File: config.mk
export PLATFORM = sky130hd
export DESIGN_NAME = uart_rx_sampler
export DESIGN_NICKNAME = d
export VERILOG_FILES = /design/src/rtl/uart_rx_sampler.sv
export SDC_FILE = /design/constraint.sdc
export NUM_CORES = 1
export LEC_CHECK = 0
export ABC_AREA = 1
export ABC_CLOCK_PERIOD_IN_PS = 1200
export CAP_MARGIN = 25
export CELL_PAD_IN_SITES_DETAIL_PLACEMENT = 1
export CELL_PAD_IN_SITES_GLOBAL_PLACEMENT = 2
export CORE_AREA = 2 2 80 82
export DETAILED_ROUTE_END_ITERATION = 8
export DIE_AREA = 0 0 82 84
export GPL_ROUTABILITY_DRIVEN = 0
export MAX_ROUTING_LAYER = met4
export PLACE_DENSITY = 0.82
export SLEW_MARGIN = 20
export SYNTH_ARGS = -nofsm -noshare
export SYNTH_HDL_FRONTEND = slang
export SYNTH_SLANG_ARGS = --single-unit
File: constraint.sdc
create_clock -name clk -period 1.2 [get_ports clk]
set_input_delay 0.3 -clock clk [delete_from_list [all_inputs] [get_ports clk]]
set_output_delay 0.3 -clock clk [all_outputs]
set_load 0.02 [all_outputs]
File: src/rtl/uart_rx_sampler.sv
// 8N1 UART receive front-end with start-glitch rejection and framing check; UART_RX_PARITY_EN selects 8E1.
// Latency: byte/error strobe registered 1 clk after the stop-bit decision tick.
// Backpressure: none; every strobe is a single cycle and the consumer must take it.
module uart_rx_sampler #(
    parameter int CLK_FREQ   = 100_000_000,
    parameter int BAUD       = 115200,
    parameter int OVERSAMPLE = 16
) (
    input  logic       clk,
    input  logic       reset,
    input  logic       rxd,
    output logic [7:0] rxd_data,
    output logic       rxd_data_ready,
    output logic       rxd_frame_err,
    output logic       rxd_parity_err,
    output logic       rxd_busy
);

    localparam int SAMPLE_RATE = BAUD * OVERSAMPLE;
    localparam int DIV_RAW     = (CLK_FREQ + SAMPLE_RATE / 2) / SAMPLE_RATE;
    localparam int DIV         = (DIV_RAW < 1) ? 1 : DIV_RAW;
    localparam int TICK_W      = (DIV > 1) ? $clog2(DIV) : 1;
    localparam int SAMP_W      = $clog2(OVERSAMPLE);
    localparam int MID         = OVERSAMPLE / 2;

    localparam logic [TICK_W-1:0] TICK_LAST = TICK_W'(DIV - 1);
    localparam logic [SAMP_W-1:0] SAMP_LAST = SAMP_W'(OVERSAMPLE - 1);
    localparam logic [SAMP_W-1:0] SAMP_PRE  = SAMP_W'(MID - 1);
    localparam logic [SAMP_W-1:0] SAMP_MID  = SAMP_W'(MID);
    localparam logic [SAMP_W-1:0] SAMP_DEC  = SAMP_W'(MID + 1);

`ifdef UART_RX_PARITY_EN
    typedef enum logic [2:0] {S_IDLE, S_START, S_DATA, S_PARITY, S_STOP, S_BREAK} state_t;
`else
    typedef enum logic [2:0] {S_IDLE, S_START, S_DATA, S_STOP, S_BREAK} state_t;
`endif

    state_t            state;
    logic              rx_meta;
    logic              rx_s;
    logic [TICK_W-1:0] tick_cnt;
    logic [SAMP_W-1:0] samp_cnt;
    logic              vote_a;
    logic              vote_b;
    logic [2:0]        bit_cnt;
    logic [7:0]        shreg;
`ifdef UART_RX_PARITY_EN
    logic              parity_bad;
`endif

    logic tick;
    logic decide;
    logic maj;

    assign tick   = (tick_cnt == TICK_LAST);
    assign decide = tick && (samp_cnt == SAMP_DEC);
    // Third vote is the live sample taken on the decision tick itself.
    assign maj    = (vote_a & vote_b) | (vote_a & rx_s) | (vote_b & rx_s);

    always_ff @(posedge clk) begin
        if (!reset) begin
            rx_meta        <= 1'b1;
            rx_s           <= 1'b1;
            state          <= S_IDLE;
            tick_cnt       <= '0;
            samp_cnt       <= '0;
            vote_a         <= 1'b1;
            vote_b         <= 1'b1;
            bit_cnt        <= '0;
            shreg          <= '0;
            rxd_data       <= '0;
            rxd_data_ready <= 1'b0;
            rxd_frame_err  <= 1'b0;
            rxd_parity_err <= 1'b0;
            rxd_busy       <= 1'b0;
`ifdef UART_RX_PARITY_EN
            parity_bad     <= 1'b0;
`endif
        end else begin
            rx_meta        <= rxd;
            rx_s           <= rx_meta;
            rxd_data_ready <= 1'b0;
            rxd_frame_err  <= 1'b0;
            rxd_parity_err <= 1'b0;

            if (state == S_IDLE) begin
                // Hold counters at zero so sampling phase starts at the falling edge.
                tick_cnt <= '0;
                samp_cnt <= '0;
                if (!rx_s) begin
                    state    <= S_START;
                    rxd_busy <= 1'b1;
                end
            end else begin
                tick_cnt <= tick ? '0 : tick_cnt + 1'b1;
                if (tick) begin
                    samp_cnt <= (samp_cnt == SAMP_LAST) ? '0 : samp_cnt + 1'b1;
                    if (samp_cnt == SAMP_PRE) vote_a <= rx_s;
                    if (samp_cnt == SAMP_MID) vote_b <= rx_s;
                end

                case (state)
                    S_START: begin
                        if (decide) begin
                            if (maj) begin
                                state    <= S_IDLE;
                                rxd_busy <= 1'b0;
                            end else begin
                                state   <= S_DATA;
                                bit_cnt <= '0;
                            end
                        end
                    end
                    S_DATA: begin
                        if (decide) begin
                            shreg   <= {maj, shreg[7:1]};
                            bit_cnt <= bit_cnt + 3'd1;
                            if (bit_cnt == 3'd7) begin
`ifdef UART_RX_PARITY_EN
                                state <= S_PARITY;
`else
                                state <= S_STOP;
`endif
                            end
                        end
                    end
`ifdef UART_RX_PARITY_EN
                    S_PARITY: begin
                        if (decide) begin
                            parity_bad <= (maj != ^shreg);
                            state      <= S_STOP;
                        end
                    end
`endif
                    S_STOP: begin
                        if (decide) begin
                            if (maj) begin
                                // Leave at stop-bit centre so a back-to-back start edge is caught.
                                state    <= S_IDLE;
                                rxd_busy <= 1'b0;
`ifdef UART_RX_PARITY_EN
                                if (parity_bad) begin
                                    rxd_parity_err <= 1'b1;
                                end else begin
                                    rxd_data       <= shreg;
                                    rxd_data_ready <= 1'b1;
                                end
`else
                                rxd_data       <= shreg;
                                rxd_data_ready <= 1'b1;
`endif
                            end else begin
                                rxd_frame_err <= 1'b1;
                                state         <= S_BREAK;
                            end
                        end
                    end
                    S_BREAK: begin
                        if (rx_s) begin
                            state    <= S_IDLE;
                            rxd_busy <= 1'b0;
                        end
                    end
                    default: begin
                        state    <= S_IDLE;
                        rxd_busy <= 1'b0;
                    end
                endcase
            end
        end
    end

endmodule
==> results by group, run 1 <==
Run status
  • Status: finished, violations left
  • Failing checks: negative setup slack

Clock network
  • CTS HTree Levels: 2
  • Sink Count: 39
  • CTS Buf Count: 5
  • Clock slew seen by the registers of the worst setup and hold paths: 0.09 ns
  • Clock buffer depth: 2
  • Clock Latency Late Sink: 0.30 ns
  • CTS tree: yes
  • Root buffer cell: clkbuf_8

Synthesis
  • Synthesized Nets: 236
  • Synth cell types: 29
  • Synth area leader: dfxtp_1
  • Most common library cells after synthesis: nor2_1, dfxtp_1, nand2_1
  • Flops & latches, synth: 39
  • Register area share after synthesis: 44.8%
  • Post-Syn Area: 1740 um^2
  • Most numerous cell in the Yosys netlist: nor2_1
  • Gate Count Post-Synth: 226
  • YS warnings: 0
  • Dominant cells by area after synthesis: dfxtp_1, nor2_1, nand2_1
  • Syn Area/Cell: 7.71 um^2
  • Post-synth EDFFs: 0
  • Yosys top cell area share: 44.8%
  • Synth Flop Type: dfxtp_1
  • FFs w/ async S/R, synth: 0%

Floorplanning
  • Core Area: 6100 um^2
  • # rows: 29
  • Die Y: 84 um
  • Die area: 6890 um^2
  • I/O pin cnt: 15
  • Initial Utilization: 28.6%
  • Die width: 82 um

Final layout
  • Multi-input logic area: 1010 um^2
  • FILL cells: 757
  • Final Util: 41.5%
  • # diodes: 0
  • Share of layout cells above drive strength 1: 43.9%
  • Design area: 2530 um^2
  • Sequential standard cell area: 788 um^2
  • Count of nets after finishing: 296
  • Area delta synth->final: 45.2%

Routing
  • Via count: 1623
  • DR iter-0 viols: 56
  • Vias per cell: 4.46
  • Post-route DRC: 0
  • Drt wl/cell: 12.7 um
  • Drt first pass iters: 3
  • Post-DRT Antenna Nets: 0
  • Final WL: 4.61 mm

Placement
  • Port Buf Inserts: 13
  • Dpl ws: -0.280 ns
  • Post-DP HPWL: 3.21 mm
  • Placed instance area: 2300 um^2

STA
  • Final Setup Violations: 35
  • Final setup skew: 0.00925 ns
  • Worst Slack Setup Final: -0.173 ns
  • Max Clock Freq: 729 MHz
  • Final Cycle Share: 114%
  • RSZ-0062 raised after global routing: true
  • Fin. Hold Viols: 0
  • Slew Limit Fails: 0
  • Final min period: 1.37 ns

Critical path
  • Kind of end point of the critical path: flop
  • Worst Path Max Fanout: 4
  • Crit. Startpoint: tick_cnt[1]
  • Slowest cell on the critical path: dfxtp_2
  • WS Path Type: reg2reg
  • Ordered cell list for the critical path: inv_2 -> ha_4 -> nand3_4 -> nor2_8 -> buf_4 -> inv_4 -> nor2_4 -> nand3_1 -> nand2_1 -> nand3_1
  • Worst path most repeated cell: nand3_1
  • Crit path largest cell delay: 0.34 ns
  • Reg2reg start: tick_cnt[1]
  • Arr. time, crit path: 1.55 ns
  • WP data required: 1.38 ns
  • Startpoint Class: flop

Global route
  • GRT Total Usage: 14.8%
  • Initial antenna violation count: 0
  • Global route total overflow: 0
  • Vias in the first global route: 1698
  • First-pass GRT wire length: 7.71 mm
  • Largest net degree at the start of global routing: 22

Min path
  • Hold crit path type: reg2reg
  • Hold_sp: rx_meta

Power
  • Tot Pwr: 3670 uW
  • Flop pwr share: 38.5%
  • Pint: 2480 uW
  • Switch share: 32.4%
  • Leakage power: 0.00119 uW
  • Power per cell area: 1450 nW/um^2
  • Peak supply drop: 0.634 mV
  • Switching pwr: 1190 uW
  • Clk network pwr share: 31.6%
  • Logic pwr share: 29.9%

Job
  • Max Cap Viol: 0
[logic make-up (layout without fill, tap and decap cells)]
logic type / after synthesis / after routing / synth area share, %
other: 1 / 1 / 0.215
AO/OA/AOI/OAI: 32 / 32 / 9.84
adder cells (fa/ha/maj): 7 / 7 / 5.02
buffers and inverters: 28 / 89 / 6.68
AND/OR/NAND/NOR: 118 / 118 / 33.0
flip-flops: 39 / 39 / 44.8
XOR/XNOR: 1 / 1 / 0.503
[critical path, delay by kind of cell (launching register included)]
family / cells / cell delay, ns
fa+ha+maj: 1 / 0.13
buf+inv: 3 / 0.24
flops: 1 / 0.34
simple gates: 6 / 0.56
[cells in the final DEF (no fill, tap or decap), types with 6 or more instances in the layout]
cell,count
buf_2,11
o21ai_1,15
dfxtp_1,33
dfxtp_2,6
nand2_1,29
nand3_1,7
nor2_2,9
buf_4,39
nor2_1,40
inv_1,13
inv_2,9
[final cells by class]
class	count	area share, %
multi-input combinational	159	39.9
timing repair buffer	57	16.8
inverter	24	3.76
tap	77	3.81
clock inverter	3	1.88
clock buffer	5	2.72
sequential	39	31.2
[through the flow]
step	TNS [ns]	std cells	hold WS, ns
floorplan	-1.93	226	0.393
global placement	-6.28	354	0.401
detailed placement	-7.00	354	0.408
CTS	-3.90	362	0.438
global route	-7.32	364	0.476
finish	-4.16	364	0.463
[final timing paths]
check,end,slack [ns],cells after the start
setup reg to reg,vote_b,-0.17,10
setup / recovery,vote_b,-0.17,10
hold / removal,rx_s,0.46,1
hold reg to reg,rx_s,0.46,1
[routing by layer]
metal	global-route usage [%]	routed length (um)	vias up	share of wire [%]
met5	-	0	-	0
met4	5.00	57	0	1.2
met3	3.25	103	5	2.2
met2	23.3	2300	18	50
met1	18.7	2150	755	47
li1	-	-	845	-
[power by group through the flow]
stage | registers [uW] | logic [uW] | clock network [uW]
2_1_floorplan | 1430 | 472 | 0
3_3_place_gp | 1420 | 883 | 0
3_5_place_dp | 1430 | 908 | 0
4_1_cts | 1400 | 977 | 1190
5_1_grt | 1420 | 1220 | 1240
6_report | 1410 | 1100 | 1160
[flip-flops by register name, indices dropped and copies added (netlist names)]
name,count
rxd_data,8
shreg,8
tick_cnt,6
samp_cnt,4
bit_cnt,3
state,3
rx_meta,1
rx_s,1
rxd_busy,1
rxd_data_ready,1
rxd_frame_err,1
vote_a,1
vote_b,1
[what timing repair did]
action | in CTS | in global routing
hold buffers | 0 | 0
pin swaps | 8 | 5
gates resized for setup | 64 | 33
setup endpoints to repair | 47 | 38
buffers inserted | 0 | 2
gates cloned | 0 | 0
(Power assumes the default switching activity.)
==> inputs of run 2 (changes only) <==
- PLACE_DENSITY: 0.82 -> unset
- PLACE_DENSITY_LB_ADDON: unset -> 0.15
==> results by group, run 2 (synthesis results as in run 1) <==
Critical path
  • Startpoint Class: flop
  • Kind of end point of the critical path: flop
  • Arr. time, crit path: 1.65 ns (+0.10 ns)
  • Slowest cell on the critical path: dfxtp_2
  • Worst Path Max Fanout: 4 (unchanged)
  • WS Path Type: reg2reg
  • Ordered cell list for the critical path: inv_2 -> ha_4 -> inv_2 -> nor2_4 -> nand3_4 -> nor2_8 -> buf_6 -> o21ai_1 -> nor2_1
  • WP data required: 1.45 ns (+0.07 ns)
  • CP top delay family: simple AND/OR/NAND/NOR gates
  • Crit path largest cell delay: 0.33 ns (about the same)
  • Worst path most repeated cell: inv_2
  • Buffers and inverters on the worst path: 3 (unchanged)

Floorplanning
  • Die width: 82 um (unchanged)
  • Initial Utilization: 28.6% (unchanged)
  • Die Y: 84 um (unchanged)
  • I/O pin cnt: 15 (unchanged)
  • # rows: 29 (unchanged)
  • Core Area: 6100 um^2 (unchanged)
  • Die area: 6890 um^2 (unchanged)

Power
  • Peak supply drop: 0.568 mV (-10%)
  • Pint: 2270 uW (-8.4%)
  • Switching pwr: 1080 uW (-8.7%)
  • Power per cell area: 1340 nW/um^2 (-7.4%)
  • Leakage power: 0.00117 uW (-1.9%)
  • Switch share: 32.3% (-0.073 points)
  • Flop pwr share: 41.3% (+2.8 points)
  • Logic pwr share: 29.5% (-0.4 points)
  • Clk network pwr share: 29.1% (-2.5 points)

Final layout
  • Sequential standard cell area: 786 um^2 (-0.32%)
  • Share of layout cells above drive strength 1: 42.9% (-1.0 points)
  • Area delta synth->final: 43.5%
  • FILL cells: 761 (+0.53%)
  • # diodes: 0 (unchanged)
  • Commonest non-fill, non-tap cell in the layout: nor2_1
  • Count of nets after finishing: 296 (unchanged)
  • Largest regs: rxd_data: 8 flops, shreg: 8 flops, tick_cnt: 6 flops
  • Commonest cells after routing, fill and taps aside: nor2_1, buf_4, dfxtp_1, nand2_1, inv_1
  • Multi-input logic area: 985 um^2 (-2.5%)
  • Final Util: 41.0% (-0.47 points)

Placement
  • Dpl ws: -0.297 ns (-0.0168 ns)
  • Port Buf Inserts: 13 (unchanged)
  • Post-DP HPWL: 3.20 mm (-0.33%)

Global route
  • First-pass GRT wire length: 7.22 mm (-6.4%)
  • Global route total overflow: 0 (unchanged)
  • Initial antenna violation count: 0 (unchanged)
  • GRT Total Usage: 14.0% (-0.83 points)
  • Vias in the first global route: 1567 (-7.7%)
  • Largest net degree at the start of global routing: 22 (unchanged)

Clock network
  • CTS tree: yes
  • Clock slew seen by the registers of the worst setup and hold paths: 0.09 ns (about the same)
  • Sink Count: 39 (unchanged)
  • Root buffer cell: clkbuf_8
  • CTS Buf Count: 5 (unchanged)
  • CTS HTree Levels: 2 (unchanged)
  • Clock buffer depth: 2 (unchanged)
  • Clock Latency Late Sink: 0.30 ns (about the same)
  • Hold-fix buffers, CTS: 0 (unchanged)

Routing
  • DR iter-0 viols: 56 (unchanged)
  • Drt wl/cell: 11.9 um (-5.9%)
  • Post-route DRC: 0 (unchanged)
  • Vias per cell: 4.37 (-2.1%)
  • Post-DRT Antenna Nets: 0 (unchanged)
  • Drt first pass iters: 4 (+1)
  • Via count: 1589 (-2.1%)
  • Final WL: 4.34 mm (-5.9%)

STA
  • RSZ-0062 raised after global routing: true
  • Fin. Hold Viols: 0 (unchanged)
  • Final Setup Violations: 35 (unchanged)
  • Final Cycle Share: 117% (+2.5 points)
  • Final setup skew: 0.0117 ns (+0.00244 ns)
  • Slew Limit Fails: 0 (unchanged)
  • Fin Hold WS: 0.418 ns (-0.0444 ns)
  • Worst Slack Setup Final: -0.203 ns (-0.0304 ns)
  • Final min period: 1.40 ns (+0.0304 ns)
  • Max Clock Freq: 713 MHz (-2.2%)

Min path
  • Hold crit path type: reg2reg

Job
  • Max Cap Viol: 0 (unchanged)

Run status
  • Status: finished, violations left
  • Failing checks: negative setup slack
## run 2: path summary, 6_finish.rpt
| kind | from | to | slack (ns) | cells past startpoint |
|---|---|---|---|---|
| min reg2reg | rx_meta | rx_s | 0.42 | 1 |
| max reg2reg | samp_cnt[1] | rxd_data[4] | -0.20 | 9 |
| min | rx_meta | rx_s | 0.42 | 1 |
| max | samp_cnt[1] | rxd_data[4] | -0.20 | 9 |
## run 2: through the flow
| stage | TNS [ns] | std cells | total power [uW] | area [um^2] |
|---|---|---|---|---|
| 6_report | -5.32 | 364 | 3360 | 2500 |
| 5_1_grt | -8.52 | 364 | 3590 | 2500 |
| 4_1_cts | -5.25 | 362 | 3380 | 2390 |
| 3_5_place_dp | -7.17 | 354 | 2340 | 2300 |
| 3_3_place_gp | -6.73 | 354 | 2330 | 2300 |
| 2_1_floorplan | -1.93 | 226 | 1910 | 1780 |
## run 2: power by group through the flow
stage               combinational [uW]  sequential (uW)  clock [uW]
floorplan                          472             1430           0
CTS                                965             1390        1020
global route                      1100             1390        1090
finish                             992             1390         979
detailed placement                 919             1420           0
global placement                   914             1410           0
## run 2: metal layers
metal	global-route usage, %	wire length (um)	up-vias
met5	-	0	-
met4	4.55	55	0
met3	3.90	112	5
met2	20.6	2040	12
met1	18.5	2140	731
li1	-	-	841
## run 2: worst register-to-register path: cells and delay by family, from the launching register on
kind,cells,cell delay [ns]
AOI/OAI and AO/OA,1,0.05
adders and majority gates,1,0.13
buffers and inverters,3,0.25
DFF,1,0.33
and+or+nand+nor,4,0.61
## run 2: cell type report
class / count / share of cell area (%)
Timing Repair Buffer: 57 / 17.5
Clock inverter: 2 / 0.650
Multi-Input combinational cell: 159 / 39.4
Sequential cell: 39 / 31.4
Clock buffer: 6 / 3.30
Inverter: 24 / 3.90
Tap cell: 77 / 3.85
## run 2: timing repair
action	in CTS	in global routing
endpoints found under the setup margin	46	38
pin swaps	8	16
gates resized for setup	59	38
gates cloned	0	0
setup buffers	0	2
